## config.mk

```make
export PLATFORM = sky130hd
export DESIGN_NAME = ordenador_bolha
export DESIGN_NICKNAME = d
export VERILOG_FILES = /design/src/rtl/ordenador_pkg.sv /design/src/rtl/ComparadorMagnitude.sv /design/src/rtl/ordenador_bolha.sv
export SDC_FILE = /design/constraint.sdc
export NUM_CORES = 1
export LEC_CHECK = 0
export CAP_MARGIN = 5
export CORE_MARGIN = 4
export CORE_UTILIZATION = 51
export CTS_BUF_LIST = sky130_fd_sc_hd__clkbuf_16
export CTS_CLUSTER_DIAMETER = 30
export DETAILED_ROUTE_END_ITERATION = 8
export PLACE_DENSITY = 0.84
export SYNTH_ARGS = -nofsm -noshare
export SYNTH_HDL_FRONTEND = slang
export SYNTH_SLANG_ARGS = --single-unit
export TNS_END_PERCENT = 100
```

## constraint.sdc

```tcl
create_clock -name clk -period 4.46 [get_ports clk]
set_clock_uncertainty 0.05 [all_clocks]
set_input_delay 0.669 -clock clk [delete_from_list [all_inputs] [get_ports clk]]
set_output_delay 0.669 -clock clk [all_outputs]
set_load 0.01 [all_outputs]
```

## src/rtl/ordenador_pkg.sv

```systemverilog
// ---------------------------------------------------------------------------
// ordenador_pkg
// Shared definitions for the bubble sorter ordenador_bolha:
//   - estado_t : FSM state encoding (OCIOSO, COMPARA, FIM)
//   - N        : number of elements sorted (4)
//   - LARG     : element width in bits (4)
//   - PASSES   : number of bubble passes in the worst case (N-1)
//   - condicao_troca() : decides whether a compared pair must be exchanged
// ---------------------------------------------------------------------------
package ordenador_pkg;

    typedef enum logic [1:0] {
        OCIOSO  = 2'd0,
        COMPARA = 2'd1,
        FIM     = 2'd2
    } estado_t;

    localparam int N      = 4;
    localparam int LARG   = 4;
    localparam int PASSES = N - 1;

    // Equal elements never swap, which keeps the sort stable regardless of
    // the direction selected.
    function automatic logic condicao_troca(input logic desc,
                                            input logic agtb,
                                            input logic altb,
                                            input logic aeqb);
        return !aeqb && (desc ? altb : agtb);
    endfunction

endpackage

```

## src/rtl/ComparadorMagnitude.sv

```systemverilog
// ---------------------------------------------------------------------------
// ComparadorMagnitude
// Purely combinational unsigned magnitude comparator.
// Ports:
//   a, b  : operands, W bits each
//   agtb  : a >  b
//   aeqb  : a == b
//   altb  : a <  b
// Exactly one of the three outputs is high at any time.
// ---------------------------------------------------------------------------
module ComparadorMagnitude #(
    parameter int W = 4
) (
    input  logic [W-1:0] a,
    input  logic [W-1:0] b,
    output logic         agtb,
    output logic         aeqb,
    output logic         altb
);

    assign agtb = (a >  b);
    assign aeqb = (a == b);
    assign altb = (a <  b);

endmodule

```

## src/rtl/ordenador_bolha.sv

```systemverilog
// ---------------------------------------------------------------------------
// ordenador_bolha
// Sequential bubble sorter for four 4-bit elements using a single shared
// magnitude comparator. One pair (j, j+1) is compared per COMPARA cycle;
// a pass without any exchange ends the sort early.
// Parameter:
//   ORDEM      : 0 = ascending, 1 = descending
// Ports:
//   clk        : clock, rising edge
//   rst        : synchronous active-high reset (priority over start)
//   start      : sort request, only honoured in OCIOSO
//   dados_in   : four packed elements, element k in [4k+3:4k]
//   busy       : high in COMPARA and FIM
//   done       : one-cycle pulse in FIM; dados_out/num_trocas are final
//   dados_out  : working registers r0..r3, same packing as dados_in
//   num_trocas : exchanges performed by the current or last sort (0..6)
// ---------------------------------------------------------------------------
module ordenador_bolha
    import ordenador_pkg::*;
#(
    parameter int ORDEM = 0
) (
    input  logic                clk,
    input  logic                rst,
    input  logic                start,
    input  logic [N*LARG-1:0]   dados_in,
    output logic                busy,
    output logic                done,
    output logic [N*LARG-1:0]   dados_out,
    output logic [2:0]          num_trocas
);

    estado_t           estado;
    logic [LARG-1:0]   r [N];
    logic [1:0]        p;          // current pass
    logic [1:0]        j;          // left position of the compared pair
    logic              houve_troca; // any exchange so far in this pass

    logic [1:0]        j_prox;
    logic [1:0]        ultimo_j;
    logic [LARG-1:0]   a_cmp;
    logic [LARG-1:0]   b_cmp;
    logic              agtb;
    logic              aeqb;
    logic              altb;
    logic              troca;
    logic              fim_passo;
    logic              ultimo_passo;

    // Pair selection for the shared comparator.
    assign j_prox   = j + 2'd1;
    assign a_cmp    = r[j];
    assign b_cmp    = r[j_prox];

    ComparadorMagnitude #(
        .W(LARG)
    ) u_comparador (
        .a    (a_cmp),
        .b    (b_cmp),
        .agtb (agtb),
        .aeqb (aeqb),
        .altb (altb)
    );

    assign troca        = condicao_troca(ORDEM != 0, agtb, altb, aeqb);
    // Pass p compares positions 0 .. N-2-p; later positions are already final.
    assign ultimo_j     = 2'(PASSES - 1) - p;
    assign fim_passo    = (j == ultimo_j);
    assign ultimo_passo = (p == 2'(PASSES - 1));

    always_comb begin
        dados_out = '0;
        for (int k = 0; k < N; k++) begin
            dados_out[k*LARG +: LARG] = r[k];
        end
    end

    always_ff @(posedge clk) begin
        if (rst) begin
            estado      <= OCIOSO;
            for (int k = 0; k < N; k++) begin
                r[k] <= '0;
            end
            num_trocas  <= '0;
            p           <= '0;
            j           <= '0;
            houve_troca <= 1'b0;
            busy        <= 1'b0;
            done        <= 1'b0;
        end else begin
            case (estado)
                OCIOSO: begin
                    done <= 1'b0;
                    if (start) begin
                        for (int k = 0; k < N; k++) begin
                            r[k] <= dados_in[k*LARG +: LARG];
                        end
                        num_trocas  <= '0;
                        p           <= '0;
                        j           <= '0;
                        houve_troca <= 1'b0;
                        busy        <= 1'b1;
                        estado      <= COMPARA;
                    end
                end

                COMPARA: begin
                    if (troca) begin
                        r[j]       <= b_cmp;
                        r[j_prox]  <= a_cmp;
                        num_trocas <= num_trocas + 3'd1;
                    end
                    if (fim_passo) begin
                        // The exchange made on this very edge counts towards
                        // the decision, hence the OR with troca.
                        if (!(houve_troca || troca) || ultimo_passo) begin
                            estado <= FIM;
                            done   <= 1'b1;
                        end else begin
                            p           <= p + 2'd1;
                            j           <= '0;
                            houve_troca <= 1'b0;
                        end
                    end else begin
                        j           <= j_prox;
                        houve_troca <= houve_troca | troca;
                    end
                end

                FIM: begin
                    estado <= OCIOSO;
                    busy   <= 1'b0;
                    done   <= 1'b0;
                end

                default: begin
                    estado <= OCIOSO;
                    busy   <= 1'b0;
                    done   <= 1'b0;
                end
            endcase
        end
    end

endmodule

```

---- Yosys cells after proc, flatten, opt, wreduce, memory -nomap -nowiden ----
Memories as Yosys holds them, arrays and structs flattened. A register that Yosys moved wholly into a read port is not among the register bits.
Index checks and enable logic that the tools add are counted.
word-level totals
  output and inout bits ................... 21
  bits in latches ......................... 0
  memories kept ........................... 1
  ROM bits ................................ 0
  register bits after elaboration ......... 12
  memory bits (writable) .................. 16
  word-level logic and storage cells ...... 87
operators by class
  equal/unequal tests ..................... 10
  div/mod/pow operators ................... 0
  order comparisons ....................... 1
  mux-type cells .......................... 42
  multiply operators ...................... 0
  bitwise logic cells ..................... 6
  shift operators ......................... 0
  reduce and logical (&&, ||, !) cells .... 16
  add/sub/neg operators ................... 4
memories
  memory  words  bits a word  rd ports  clocked after memory_dff  write ports  line                   source
  r       4      4            6         1                         4            ordenador_bolha.sv:34  logic [LARG-1:0] r [N];
operator list
  cell                   number
  $mux W2                12
  $mux W4                6
  $mux W1                16
  $pmux W2 S2            3
  $ne A2 B2 Y1 const B   5
  $reduce_and A3 Y1      3
  $reduce_or A4 Y1       2
  $mux W3                2
  $pmux W3 S2            1
  $or A1 B1 Y1           5
  $add A2 B1 Y2 const B  2
  $eq A4 B4 Y1           1
  $gt A4 B4 Y1           1
  $pmux W1 S2            2
  $reduce_and A2 Y1      2
  $reduce_and A4 Y1      1
  $add A3 B1 Y3 const B  1
  $ne A3 B3 Y1 const B   1
  $eq A2 B1 Y1 const B   1
  $eq A2 B2 Y1           1
  $eq A2 B2 Y1 const B   1
  $logic_not A1 Y1       2
  $logic_not A2 Y1       1
  $logic_or A1 B1 Y1     2
  other kinds (5)        5

---- Depth between registers and ports, before layout ----
An unclocked memory read counts as a cell.
  depth after elaboration ................. 13
  gate-level depth with buffers ........... 13
  depth with buffers taken out ............ 10

---- Cells and area by module ----
Synthesis repeated with hierarchy kept, for this count alone.
second synthesis, totals
  cell total of the unflattened synthesis .. 183
  area total of the unflattened synthesis .. 2028.2 µm²
by module, submodules not included
  module               area an instance (µm²)  cells each  times used
  ordenador_bolha      1899.3                  167         1
  ComparadorMagnitude  128.9                   16          1

---- Worst setup path after synthesis ----
Ideal clock, no wire load.
  path kind ............................... register to register
  from .................................... reg j[0]
  to ...................................... mem r[0][2] (data pin)
  path slack .............................. 1.175 ns
  arrival ................................. 2.975 ns
  stages on the path, launching flop included .. 13
  setup time .............................. 0.260 ns
  cells stage by stage .................... dfxtp_1 > buf_6 > inv_1 > ha_1 > mux4_2 > inv_1 > ha_1 > nor2b_1 > o211ai_2 > a21oi_4 > buf_4 > a32o_1 > mux2_2
RTL lines
  item                    line                    source
  from (decl)             ordenador_bolha.sv:36   logic [1:0] j;
  from (signal assigned)  ordenador_bolha.sv:125  j <= j_prox;
  to (decl)               ordenador_bolha.sv:34

==> key figures <==
Floorplanning
  • Core area: between 3000 and 4000 µm²
  • Initial Utilization: 52.4%
  • Die area: about 4800 µm²
  • Number of core rows: 22
  • IO Pins: 40
  • Die Ht: 69.3 µm
  • DIE WIDTH: about 70 µm

Placement
  • Placed insts: around 260
  • Dpl cell area: around 2300 µm²
  • Hpwl dp: ~3700 µm
  • Pre-CTS WS: about 0.8 ns
  • I/O Buffers: 39
  • RePlAce Congestion: a little over 0.9

Critical path
  • Slowest stage cell on the critical path: mux4_2
  • R2R cell count: 11
  • Critical Path Stages: 11
  • Setup CP Type: flip-flop to flip-flop
  • CP delay by family, top: simple AND/OR/NAND/NOR gates
  • CP max stage delay: approximately 0.61 ns
  • CP cell instances: buf_4 -> inv_1 -> ha_1 -> mux4_2 -> inv_1 -> ha_1 -> nand4_1 -> nand2_1 -> a21oi_4 -> nand2_1 -> nand3_1
  • Startpoint Class: flip-flop
  • Crit Path Max Fanout: 24
  • Critical path capture point type: flip-flop
  • Critical Path RT: approximately 4.4 ns
  • WP buf/inv: 3
  • Crit path DAT: about 3.6 ns

Power
  • Pwr/cell area: between 300 and 400 nW/µm²
  • Leakage power: between 0.9 and 1 nW
  • Overall Power: approximately 0.95 mW
  • Maximum vdd drop: between 200 and 250 µV

Yosys
  • Top cells by count, synth: 30 x nand2_1, 16 x edfxtp_1, 14 x dfxtp_1
  • Synth Register Bits: 30
  • Mapped Nets: approximately 210
  • Number of synthesized flops with an enable pin: 16
  • Synth area leaders: edfxtp_1 25%, dfxtp_1 15%, mux4_2 8.2%
  • Count of cell types in the netlist: between 40 and 50
  • Synthesis Warnings: 0
  • Mapped cell area: between 1500 and 2000 µm²
  • Synthesized instance count: approximately 180
  • Mean Syn Cell Area: 10.8 µm²
  • Ys flop type: edfxtp_1
  • Count leader, synth: nand2_1
  • Yosys top cell area share: 25.0%
  • Sequential share of the synthesized area: roughly two fifths
  • Area leader, netlist: edfxtp_1
  • Post-synth ARST share: 0%

Detailed routing
  • DRC errors left: 0
  • WL final: 4790 µm
  • Final ANT Viol Nets: 0
  • Drt pass-1 iters: 4
  • Initial DRC count: between 150 and 200
  • Vias: about 1,600
  • Per-cell routed wire length: around 18 µm
  • Via density: approximately 6

Cells and area
  • Share of layout cells above drive strength 1: 13.3%
  • Fin nets: 249
  • ANT cells: 0
  • Layout Cells excl Fill: between 200 and 300
  • Syn-to-layout area delta: 28.7%
  • Fin area: ~2500 µm²
  • Final Core Density: between 60% and 70%

Global routing
  • Global-route usage over all layers: between 20 and 25%
  • Number of global-route vias before repair: roughly 1,600
  • GRT Residual Overflow: 0
  • Largest net degree at the start of global routing: 25
  • Initial antenna violation count: 0
  • Global-route wire length before repair: ~7800 µm

Clock tree
  • Cts repair resizes: 0
  • Clk root buf: clkbuf_16
  • H-Tree Depth: 2
  • Clock tree buffer depth: 2
  • Clk_lat worst skew: around 0.27 ns
  • CTS tree: done
  • Clk sinks: 30
  • CTS Hold Bufs: 0
  • Postcts setup bufs: 0
  • Clk slew on worst S/H paths: roughly 0.050 ns
  • Num CTS Buffers: 5

STA
  • Maximum clock rate: between 0.2 and 0.3 GHz
  • Hold_ws: 0.415 ns
  • Worst-Margin Slew: 1.01 ns
  • Fin crit period: approximately 3.7 ns
  • Normalized max-slew margin: approximately a third
  • Setup TNS: 0 ns
  • # setup viols final: 0
  • Final Max Tran Viols: 0
  • Final worst setup slack: between 0.7 and 0.8 ns
  • Post-route clock period utilization: 83.0%
  • RSZ-0062 raised after global routing: no
  • Hold Vio Cnt, Final: 0

Status
  • Outcome: complete, no violations

Worst hold path
  • Hold path depth: 2
  • HP Class: flip-flop to flip-flop

Job
  • Max_cap viols: 0
-- worst min-delay path: cells and delay by family (launching register included) --
kind	cells	cell delay [ns]
DFF	1	0.31
AOI/OAI and AO/OA	1	0.06
buffers and inverters	1	0.05
-- metal layers --
metal | global-route usage, % | share of wire [%] | up-vias
met2 | 35.6 | 50 | 88
met5 | 0 | 0 | -
met3 | 5.65 | 8.4 | 15
li1 | - | - | 762
met1 | 23.4 | 38 | 733
met4 | 10.8 | 3.6 | 0
-- sequential cells by signal (all words and copies together), names as in the netlist, named ones only --
name	flops
p	2
busy	1
r	16
houve_troca	1
j	2
estado	2
done	1
num_trocas	3
-- area by class of cell --
type	count	area (µm²)
Fill cell	269	1190
Multi-Input combinational cell	134	1090
Sequential cell	30	761
Timing Repair Buffer	40	398
Clock buffer	5	125
Tap cell	48	60.1
Inverter	7	26.3
Clock inverter	2	10.0
-- report_power, final --
part | leakage (nW) | internal [mW] | switching (mW)
Clock | 0.0694 | 0.200 | 0.108
Sequential | 0.287 | 0.326 | 0.0302
Combinational | 0.608 | 0.142 | 0.149
Total | 0.965 | 0.668 | 0.287
-- final timing paths --
path,startpoint,endpoint,slack (ns)
setup / recovery,j[0],r[0][0],0.76
hold / removal,busy,busy,0.42
setup reg to reg,j[0],r[0][0],0.76
hold reg to reg,busy,busy,0.42
-- cells by family after synthesis --
logic type	synth area share [%]
adders and majority gates	7.82
buffers and inverters	3.59
muxes	14.4
DFF	39.6
xor gates and xnor gates	0.913
and+or+nand+nor	13.0
AOI/OAI and AO/OA	20.6
-- layout by cell type (no fill, tap or decap), types with 2 or more instances in the layout --
| cell | Yosys | layout |
|---|---|---|
| a211oi_1 | 2 | 2 |
| a21o_1 | 7 | 7 |
| a21o_2 | 2 | 2 |
| a21oi_1 | 2 | 2 |
| a22oi_1 | 2 | 2 |
| a2bb2oi_1 | 6 | 6 |
| a31oi_1 | 2 | 2 |
| a32o_1 | 6 | 6 |
| a32oi_1 | 2 | 2 |
| and2_1 | 2 | 2 |
| clkbuf_16 | 0 | 5 |
| clkdlybuf4s50_1 | 0 | 39 |
| clkinv_2 | 0 | 2 |
| dfxtp_1 | 14 | 14 |
| edfxtp_1 | 16 | 16 |
| ha_1 | 12 | 12 |
| inv_1 | 7 | 7 |
| mux2_2 | 7 | 7 |
| mux2i_1 | 4 | 4 |
| mux4_2 | 7 | 7 |
| nand2_1 | 30 | 30 |
| nand2b_1 | 2 | 2 |
| nand3_1 | 3 | 3 |
| nor2_1 | 5 | 5 |
| nor2b_1 | 4 | 4 |
| o21ai_0 | 4 | 4 |
| o21ai_1 | 3 | 3 |
| o2bb2ai_1 | 3 | 3 |
| xnor2_1 | 2 | 2 |
Note: power is estimated with default switching activity, not from simulation.
